--- src/rtl/sprite_line_scheduler.sv ---
// Purpose : per-scanline sprite scheduler; scans the object table during hblank, keeps the first NUM_SLOTS hits.
// Latency : scan_done NUM_OBJ+1 cycles after line_start; active list updates the edge after line_commit.
// Backpressure: none; a commit during a scan blanks the active list, a new line_start restarts the scan.
module sprite_line_scheduler #(
    parameter int NUM_OBJ   = 16,
    parameter int NUM_SLOTS = 4
) (
    input  logic                       Clk,
    input  logic                       Reset_n,
    input  logic                       line_start,
    input  logic [9:0]                 next_line,
    input  logic                       line_commit,
    output logic [$clog2(NUM_OBJ)-1:0] obj_rd_addr,
    input  logic [31:0]                obj_rd_data,
    output logic [32*NUM_SLOTS-1:0]    slot_val,
    output logic [NUM_SLOTS-1:0]       slot_valid,
    output logic                       busy,
    output logic                       scan_done,
    output logic                       overflow,
    output logic                       late_commit
);

    localparam int AW = $clog2(NUM_OBJ);
    localparam int CW = $clog2(NUM_SLOTS + 1);
    localparam int SW = AW + 1;

    typedef enum logic [1:0] {
        S_IDLE,
        S_SCAN,
        S_DONE
    } state_t;

    state_t                    state;
    logic [9:0]                cur_line;
    logic [SW-1:0]             cyc;
    logic [CW-1:0]             count;
    logic [32*NUM_SLOTS-1:0]   shadow;

    logic [5:0]                ent_type;
    logic [9:0]                ent_y;
    logic [5:0]                height;
    logic [10:0]               y_end;
    logic                      hit;

    assign ent_type = obj_rd_data[31:26];
    assign ent_y    = obj_rd_data[13:4];

    // Sprite height from the entry type; zero height means the entry never draws.
    always_comb begin
        height = 6'd0;
        case (ent_type)
            6'h04, 6'h05:               height = 6'd21;
            6'h06, 6'h07, 6'h08, 6'h09: height = 6'd33;
            default:                    height = 6'd0;
        endcase
    end

    // Bottom edge computed one bit wider so sprites near line 1023 do not wrap.
    assign y_end = {1'b0, ent_y} + {5'b0, height};
    assign hit   = (height != 6'd0) && (ent_y <= cur_line) && ({1'b0, cur_line} < y_end);

    // Scan FSM, shadow fill, and double-buffer commit; every output is a flop.
    always_ff @(posedge Clk or negedge Reset_n) begin
        if (!Reset_n) begin
            state       <= S_IDLE;
            cur_line    <= '0;
            cyc         <= '0;
            count       <= '0;
            shadow      <= '0;
            obj_rd_addr <= '0;
            slot_val    <= '0;
            slot_valid  <= '0;
            busy        <= 1'b0;
            scan_done   <= 1'b0;
            overflow    <= 1'b0;
            late_commit <= 1'b0;
        end else begin
            scan_done   <= 1'b0;
            late_commit <= 1'b0;

            // Commit reads the shadow before any same-cycle scan start clears it.
            if (line_commit) begin
                if (busy) begin
                    slot_val    <= '0;
                    slot_valid  <= '0;
                    late_commit <= 1'b1;
                end else begin
                    slot_val <= shadow;
                    for (int k = 0; k < NUM_SLOTS; k++) begin
                        slot_valid[k] <= (CW'(k) < count);
                    end
                end
            end

            if (line_start) begin
                state       <= S_SCAN;
                cur_line    <= next_line;
                cyc         <= '0;
                count       <= '0;
                shadow      <= '0;
                overflow    <= 1'b0;
                busy        <= 1'b1;
                obj_rd_addr <= '0;
            end else begin
                case (state)
                    S_SCAN: begin
                        if (obj_rd_addr != AW'(NUM_OBJ - 1)) begin
                            obj_rd_addr <= obj_rd_addr + 1'b1;
                        end
                        cyc <= cyc + 1'b1;
                        // Read data lags the address by one cycle, so nothing is valid at cyc==0.
                        if ((cyc != '0) && hit) begin
                            if (count == CW'(NUM_SLOTS)) begin
                                overflow <= 1'b1;
                            end else begin
                                for (int k = 0; k < NUM_SLOTS; k++) begin
                                    if (count == CW'(k)) begin
                                        shadow[k*32 +: 32] <= obj_rd_data;
                                    end
                                end
                                count <= count + 1'b1;
                            end
                        end
                        if (cyc == SW'(NUM_OBJ)) begin
                            state     <= S_DONE;
                            busy      <= 1'b0;
                            scan_done <= 1'b1;
                        end
                    end
                    S_DONE: begin
                        state <= S_IDLE;
                    end
                    default: begin
                        state <= S_IDLE;
                    end
                endcase
            end
        end
    end

endmodule
--- config.mk ---
export PLATFORM = sky130hd
export DESIGN_NAME = sprite_line_scheduler
export DESIGN_NICKNAME = d
export VERILOG_FILES = /design/src/rtl/sprite_line_scheduler.sv
export SDC_FILE = /design/constraint.sdc
export NUM_CORES = 1
export LEC_CHECK = 0
export ABC_AREA = 1
export BUFFER_PORTS_ARGS = -buffer_cell sky130_fd_sc_hd__buf_2
export CAP_MARGIN = 20
export CORE_MARGIN = 1
export CORE_UTILIZATION = 45
export CTS_CLUSTER_DIAMETER = 150
export DETAILED_ROUTE_END_ITERATION = 6
export PLACE_DENSITY = 0.77
export SLEW_MARGIN = 20
export SYNTH_ARGS = -nofsm -noshare
export SYNTH_HDL_FRONTEND = slang
export SYNTH_SLANG_ARGS = --single-unit
--- constraint.sdc ---
create_clock -name Clk -period 4.7 [get_ports Clk]
set_clock_uncertainty 0.2 [all_clocks]
set_input_delay 0.94 -clock Clk [delete_from_list [all_inputs] [get_ports Clk]]
set_output_delay 0.94 -clock Clk [all_outputs]
set_load 0.01 [all_outputs]
Word level (Yosys, flattened, before mapping)
Cells that the tools add are included.
{"block": "word_totals", "register_bits": 288, "input_bits": 46, "out_inout_bits": 140, "elab_cells": 100}
{"block": "classes", "eq_ne": 15, "muxes": 35, "n_addsub": 4, "order_cmp": 6, "reduce_logical": 25}
{"cell": "128-bit two-way mux", "count": 5}
{"cell": "32-bit two-way mux", "count": 4}
{"cell": "6-bit by 3-bit equality test with 1-bit output, second input constant", "count": 4}
{"cell": "2-bit nonzero test", "count": 9}
{"cell": "4-bit two-way mux", "count": 4}
{"cell": "4-bit AND reduction", "count": 4}
{"cell": "6-bit by 4-bit equality test with 1-bit output, second input constant", "count": 2}
{"cell": "1-bit two-way mux", "count": 12}
{"cell": "3-bit two-way mux", "count": 4}
{"cell": "6-bit one-hot mux with 2 select lines", "count": 1}
{"cell": "10-bit by 6-bit adder with 11-bit output", "count": 1}
{"cell": "10-bit by 11-bit < comparator with 1-bit output", "count": 1}
{"cell": "10-bit <= comparator", "count": 1}
{"cell": "5-bit two-way mux", "count": 2}
{"cell": "3-bit by 2-bit equality test with 1-bit output, second input constant", "count": 2}
{"cell": "1-bit by 3-bit < comparator with 1-bit output, first input constant", "count": 2}
{"cell": "2-bit by 3-bit < comparator with 1-bit output, first input constant", "count": 2}
{"cell": "2-bit two-way mux", "count": 3}
{"cell": "3-bit AND reduction", "count": 2}
{"cell": "6-bit nonzero test", "count": 1}
{"cell": "5-bit by 1-bit adder with 5-bit output, second input constant", "count": 1}
{"cell": "5-bit equality test, second input constant", "count": 1}
{"cell": "5-bit nonzero test", "count": 1}
{"cell": "4-bit by 1-bit adder with 4-bit output, second input constant", "count": 1}
{"cell": "other kinds (12)", "count": 15}

Longest topological paths before layout
Gate-level depths: netlist (run 1).
{"block": "logic_depth", "word_depth": 10, "ltp_mapped": 26, "ltp_nobuf": 25}

Worst setup path after synthesis (run 1)
OpenSTA, ideal clock, no wires.
{"block": "synth_path", "kind": "input to register", "from": "in obj_rd_data[27]", "to": "reg shadow[28]", "path_buffers": 1, "arrival_ns": 3.593, "setup_slack_ns": 0.789, "stages": 24, "path_cell_list": "inv_1 > o21ai_1 > nand3_1 > nand2_1 > ha_1 > ha_1 > a31oi_1 > o21ai_0 > xor2_1 > ha_1 > a21o_1 > nor2_1 > nand2_1 > nand2_1 > nand2_1 > nand2_1 > nand2_1 > nand3_2 > nand2_2 > inv_4 > nand2_4 > buf_6 > nand3_1 > nand2_1"}
{"block": "synth_via", "elab_chain_cells": 9, "word_cells_on_any_way": 17, "cone_classes": "add/sub: 1; order compare: 1; eq/ne: 6; mux: 1; reduce/logical: 8"}
{"element": "start: declaration", "line": "14", "source": "input logic [31:0] obj_rd_data,"}
{"element": "6-bit by 3-bit equality test with 1-bit output or 6-bit by 4-bit equality test with 1-bit output (tied branches)", "line": "51", "source": "case (ent_type)"}
{"element": "4-bit OR reduction or 2-bit OR reduction (tied branches)", "line": "51"}
{"element": "6-bit one-hot mux with 2 select lines *", "line": "51"}
{"element": "10-bit by 6-bit adder with 11-bit output or 6-bit nonzero test (tied branches)", "line": "59, 60"}
{"element": "10-bit by 11-bit < comparator with 1-bit output or 1-bit logical AND (tied branches)", "line": "60", "source": "assign hit = (height != 6'd0) && (ent_y <= cur_line) && ({1'b0, cur_line} < y_end);"}
{"element": "1-bit logical AND *", "line": "60"}
{"element": "1-bit logical AND *", "line": "112", "source": "if ((cyc != '0) && hit) begin"}
{"element": "2-bit nonzero test (no line) *"}
{"element": "4-bit AND reduction (no line) *"}
{"element": "end signal: indexed assignment", "line": "118", "source": "shadow[k*32 +: 32] <= obj_rd_data;"}
{"element": "end: declaration", "line": "37", "source": "logic [32*NUM_SLOTS-1:0] shadow;"}
Mark *: on every way between the ends. The rest lies on a longest branch, timed or not.
A chain may end at the register's enable or synchronous reset.

Final worst setup path (run 1)
{"block": "layout_path", "from": "in obj_rd_data[27]", "to": "reg shadow[77]"}
The elaborated chain is that of the path after synthesis.

==> impl_metrics.env, run 1 <==
export IMPL_rsz0062_at_grt="no"
export IMPL_grt_start_max_net_pins=109
export IMPL_synth_compound_area_frac=0.114
export IMPL_synth_edf_count=0
export IMPL_synth_fa_ha_area_frac=0.0290
export IMPL_wire_per_inst_um=18.3
export IMPL_ys_ff_latch=288
export IMPL_yosysSeqAreaShare=0.597
export IMPL_fin_hold_ws_ns=0.174
export IMPL_synth_area_um2=12100
export IMPL_synthesis_nets=1312
export IMPL_synth_top_area_cell="dfrtp_1"
export IMPL_synth_xor_area_share=0.00580
export IMPL_ys_warn_count=0
export IMPL_maxCapViolCount=0
export IMPL_grt_pass1_wl_um=51300
export IMPL_fmax_mhz=245
export IMPL_fp_row_count=59
export IMPL_clock_path_buffers=3
export IMPL_hold_viol=0
export IMPL_synth_ff_type="dfrtp_1"
export IMPL_crit_path_start_kind="primary input"
export IMPL_p_leak_uw=0.00788
export IMPL_peakVddDrop_mv=0.237
export IMPL_first_global_vias=9259
export IMPL_totalWireLength_um=32100
export IMPL_async_flop_share=1.00
export IMPL_vias=9574
export IMPL_synth_top_cell_area_share=0.597
export IMPL_setup_tns_ns=0
export IMPL_vias_per_cell=5.46
export IMPL_finalSetupViolations=0
export IMPL_area_growth_syn_to_layout_pct=19.1
export IMPL_place_hpwl_um=21400
export IMPL_postSynthCellCount=1238
export IMPL_drcViolationCount=14
export IMPL_min_period_over_period=0.869
export IMPL_required_ns=4.92
export IMPL_n_antenna_cell=0
export IMPL_cts_resized_gates=0
export IMPL_path_clk_slew_ns=0.06
export IMPL_synth_common_cells="dfrtp_1 (288), nand2_1 (256), nand3_1 (169), inv_1 (108), a22o_1 (91)"
export IMPL_antenna_found_initial=0
export IMPL_dr_pass1_iters=7
export IMPL_die_x_um=166
export IMPL_synth_top_family_by_area="simple AND/OR/NAND/NOR gates"
export IMPL_io_buffers=185
export IMPL_nNetsFinal=1467
export IMPL_synth_simple_area_share=0.187
export IMPL_place_congestion=0.849
export IMPL_slew_headroom=0.322
export IMPL_r2r_start="cur_line[9]"
export IMPL_p_per_area_nw_per_um2=385
export IMPL_final_cells=1752
export IMPL_finalCriticalPeriod_ns=4.08
export IMPL_root_buffer="clkbuf_16"
export IMPL_rrSetupSlack_ns=2.06
export IMPL_core_area_um2=26200
export IMPL_synth_top_cells_by_area="dfrtp_1 (60%), nand2_1 (8.0%), nand3_1 (7.0%)"
export IMPL_reg2regPathDepth=13
export IMPL_layout_drive_gt1_share=0.195
export IMPL_worst_pin_slew_ns=1.02
export IMPL_status="complete, but fails checks"
export IMPL_start_util=0.461
export IMPL_antenna_left=0
export IMPL_setup_worst_path_end_class="flop"
export IMPL_cts_tree="done"
export IMPL_postCtsSetupBuffers=0
export IMPL_placedCellCount=1696
export IMPL_arrival_ns=4.31
export IMPL_die_y_um=166
export IMPL_report_final_slew_viol_count=0
export IMPL_clk_insertion_delay_late_ns=0.56
export IMPL_postCtsHoldBufs=0
export IMPL_r2r_end="shadow[77]"
export IMPL_cts_buffers_inserted=30
export IMPL_cts_sinks=288
export IMPL_h_tree_depth=1
export IMPL_synth_cell_type_count=34
export IMPL_syn_mean_instance_area_um2=9.76
export IMPL_hold_class="in -> async"
export IMPL_die_area_um2=27500
export IMPL_pin_count=186
export IMPL_track_usage=0.236
export IMPL_muxShareOfSynthArea=0
export IMPL_critical_path_class="in -> reg"
export IMPL_violations="design-rule violations"
export IMPL_drt_iter0_drc=922
export IMPL_grt_overflow_total=0
export IMPL_cp_max_fo=31
export IMPL_synth_most_common_cell="dfrtp_1"
## stage by stage
step	power, uW	utilization	instance area (um2)	setup slack (ns)
4_1_cts	5580	0.549	14400	0.652
3_5_place_dp	2930	0.506	13300	0.0970
5_1_grt	5730	0.549	14400	0.309
2_1_floorplan	2770	-	12100	0.789
6_report	5540	0.549	14400	0.617
3_3_place_gp	2920	0.506	13300	0.199
## where the power goes
part | total [uW] | internal, uW | switching, uW
Combinational | 351 | 91.9 | 259
Sequential | 2540 | 2520 | 20.5
Clock | 2650 | 1650 | 1000
## cells by family after synthesis
family / after synthesis
xor+xnor: 8
flops: 288
compound gates: 204
fa+ha+maj: 28
simple gates: 521
buf+inv: 189
## per-layer routing
metal	share of wire	global-route usage
met5	0	0
met2	0.45	0.359
met1	0.45	0.345
met4	0.031	0.0784
met3	0.073	0.0405
## sequential cells by signal, summed over array words and instances (netlist names)
| signal | count |
|---|---|
| slot_val | 128 |
| obj_rd_addr | 4 |
| late_commit | 1 |
| count | 3 |
| shadow | 128 |
| overflow | 1 |
| state | 2 |
| cur_line | 10 |
| slot_valid | 4 |
| busy | 1 |
| cyc | 5 |
| scan_done | 1 |
## cells in the final DEF (no fill, tap or decap), types with 5 or more instances in the layout
cell and n:
dfrtp_1 288, nand2_1 256, buf_2 184, nand3_1 169, inv_1 107, a22o_1 91, nor2_1 66, o21ai_0 63
o21ai_1 30, clkbuf_16 30, ha_1 28, a21oi_1 10, nor3_1 9, buf_4 8, bufinv_16 7, clkbuf_8 6
buf_12 6, nor2_2 5, xor2_1 5, clkinv_2 5
## worst max path at each step
stage,from,endpoint,slack (ns),depth (start not counted)
2_1_floorplan,obj_rd_data[27],shadow[28],0.79,24
3_5_place_dp,obj_rd_data[27],shadow[23],0.1,24
6_report,obj_rd_data[27],shadow[77],0.62,24
4_1_cts,obj_rd_data[27],shadow[77],0.65,24
5_1_grt,obj_rd_data[30],shadow[75],0.31,23
3_3_place_gp,obj_rd_data[27],shadow[23],0.20,24
## layout make-up
cell class                      instances  area, um2
Clock buffer                           38        841
Inverter                              113        430
Timing Repair Buffer                  199       1120
Fill cell                            2282      11800
Multi-Input combinational cell        761       4080
Clock inverter                         18        295
Sequential cell                       288       7210
Tap cell                              335        419
## worst max-delay path, stage by stage
cell,delay (ns)
buf_2,0.10
inv_1,0.15
o21ai_1,0.10
nand3_1,0.11
nand2_1,0.10
ha_1,0.22
ha_1,0.23
a31oi_1,0.23
o21ai_0,0.18
xor2_1,0.18
ha_1,0.31
a21o_1,0.18
nor2_1,0.09
nand2_1,0.06
nand2_1,0.05
nand2_1,0.04
nand2_1,0.05
nand2_1,0.06
nand3_2,0.12
nand2_2,0.10
inv_4,0.20
nand2_4,0.27
nand3_1,0.16
nand2_1,0.06
Power figures use the tool's default switching activity.
==> run 2, diff against run 1 <==
--- a/config.mk
+++ b/config.mk
@@ -9,10 +9,10 @@
 export BUFFER_PORTS_ARGS = -buffer_cell sky130_fd_sc_hd__buf_2
 export CAP_MARGIN = 20
 export CORE_MARGIN = 1
-export CORE_UTILIZATION = 45
+export CORE_UTILIZATION = 30
 export CTS_CLUSTER_DIAMETER = 150
 export DETAILED_ROUTE_END_ITERATION = 6
-export PLACE_DENSITY = 0.77
+export PLACE_DENSITY = 0.49
 export SLEW_MARGIN = 20
 export SYNTH_ARGS = -nofsm -noshare
 export SYNTH_HDL_FRONTEND = slang
==> impl_metrics.env, run 2 (synthesis gave the netlist of run 1 again) <==
export IMPL_drcViolationCount=0
export IMPL_track_usage=0.173
export IMPL_antenna_left=0
export IMPL_hold_class="in -> async"
export IMPL_worst_pin_slew_ns=1.08
export IMPL_die_x_um=203
export IMPL_slew_headroom=0.281
export IMPL_place_congestion=0.776
export IMPL_place_hpwl_um=23500
export IMPL_final_common_cell="dfrtp_1"
export IMPL_wire_per_inst_um=18.0
export IMPL_hold_viol=0
export IMPL_finalCriticalPeriod_ns=4.09
export IMPL_n_antenna_cell=0
export IMPL_path_clk_slew_ns=0.06
export IMPL_setup_worst_path_end_class="flop"
export IMPL_grt_pass1_wl_um=54800
export IMPL_root_buffer="clkbuf_16"
export IMPL_fin_hold_ws_ns=0.182
export IMPL_peakVddDrop_mv=0.182
export IMPL_fmax_mhz=244
export IMPL_cts_buffers_inserted=34
export IMPL_grt_overflow_total=0
export IMPL_required_ns=4.91
export IMPL_rsz0062_at_grt="no"
export IMPL_maxCapViolCount=0
export IMPL_arrival_ns=4.31
export IMPL_pin_count=186
export IMPL_crit_path_start_kind="primary input"
export IMPL_first_global_vias=9021
export IMPL_nNetsFinal=1475
export IMPL_setup_tns_ns=0
export IMPL_cts_tree="done"
export IMPL_totalWireLength_um=35000
export IMPL_reg_top3="shadow: 128 flops, slot_val: 128 flops, cur_line: 10 flops"
export IMPL_p_leak_uw=0.00787
export IMPL_start_util=0.304
export IMPL_vias_per_cell=4.70
export IMPL_h_tree_depth=2
export IMPL_postCtsHoldBufs=0
export IMPL_vias=9134
export IMPL_die_area_um2=41100
export IMPL_cp_max_fo=31
export IMPL_drt_iter0_drc=589
export IMPL_grt_start_max_net_pins=96
export IMPL_critical_path_class="in -> reg"
export IMPL_finalSetupViolations=0
export IMPL_die_y_um=203
export IMPL_clock_path_buffers=3
export IMPL_area_growth_syn_to_layout_pct=20.6
export IMPL_status="completed"
export IMPL_min_period_over_period=0.871
export IMPL_fp_row_count=73
export IMPL_io_buffers=185
export IMPL_p_per_area_nw_per_um2=377
export IMPL_layout_drive_gt1_share=0.193
export IMPL_postCtsSetupBuffers=0
export IMPL_report_final_slew_viol_count=0
export IMPL_antenna_found_initial=0
export IMPL_core_area_um2=39700
export IMPL_cts_sinks=288
export IMPL_cts_resized_gates=0
export IMPL_final_cell_mix="dfrtp_1 (288), nand2_1 (256), buf_2 (184)"
export IMPL_dr_pass1_iters=5
export IMPL_clk_insertion_delay_late_ns=0.53
-- run 2: changes by cell type in the layout (fill, tap and decap cells not counted), moves of 3 or more --
cell        previous run  this run
clkinv_4               3         0
clkinvlp_4             3         0
buf_4                  8        14
clkbuf_16             30        35
clkbuf_1               2         6
bufinv_16              7         2
-- run 2: power by group --
group | switching (uW) | internal, uW | leakage [uW] | total (uW)
Sequential | 18.2 | 2520 | 0.00396 | 2540
Combinational | 259 | 91.1 | 0.00338 | 350
Clock | 1040 | 1560 | 0.000534 | 2600
-- run 2: final timing paths --
check                                start            end  cells after the start  slack (ns)
max in group asynchronous          Reset_n  slot_valid[2]                      2        3.02
setup reg to reg               cur_line[9]     shadow[31]                     14        2.23
setup / recovery           obj_rd_data[30]     shadow[31]                     23        0.61
hold / removal                     Reset_n    cur_line[7]                      1        0.18
min in group Clk             slot_valid[1]  slot_valid[1]                      2        0.27
hold reg to reg              slot_valid[1]  slot_valid[1]                      2        0.27
-- run 2: layout make-up --
cell class / count / area [um2]
tap: 525 / 657
clock inverter: 8 / 93.8
clock buffer: 47 / 981
inverter: 113 / 430
multi-input combinational: 761 / 4080
fill: 4061 / 25200
sequential: 288 / 7210
timing repair buffer: 203 / 1120
-- run 2: per-stage QoR --
step	std cells	utilization	power [uW]	worst slack (ns)	cell area, um2
2_1_floorplan	1238	-	2770	0.789	12100
3_3_place_gp	1890	0.340	2940	0.202	13500
3_5_place_dp	1890	0.340	2940	0.0775	13500
4_1_cts	1945	0.367	5590	0.633	14600
5_1_grt	1945	0.367	5730	0.276	14600
6_report	1945	0.367	5490	0.605	14600
-- run 2: critical path: stages --
cell and delay, ns:
buf_2 0.10, nor2_2 0.22, nand3_2 0.16, nand2_1 0.14, ha_1 0.21, ha_1 0.23
a31oi_1 0.14, o21ai_0 0.32, xor2_1 0.20, ha_1 0.26, a21o_1 0.18, nor2_1 0.10
nand2_1 0.05, nand2_1 0.05, nand2_1 0.04, nand2_1 0.06, nand2_1 0.06, nand3_2 0.12
nand2_2 0.09, inv_4 0.11, nand2_4 0.24, nand2_1 0.18, nor2_1 0.06
-- run 2: metal layers --
layer | vias to the layer above | GRT usage | wire length [um]
li1 | 4441 | - | -
met1 | 4455 | 0.260 | 17800
met2 | 191 | 0.251 | 15100
met3 | 47 | 0.0361 | 1530
met4 | 0 | 0.0440 | 645
met5 | - | 0 | 0
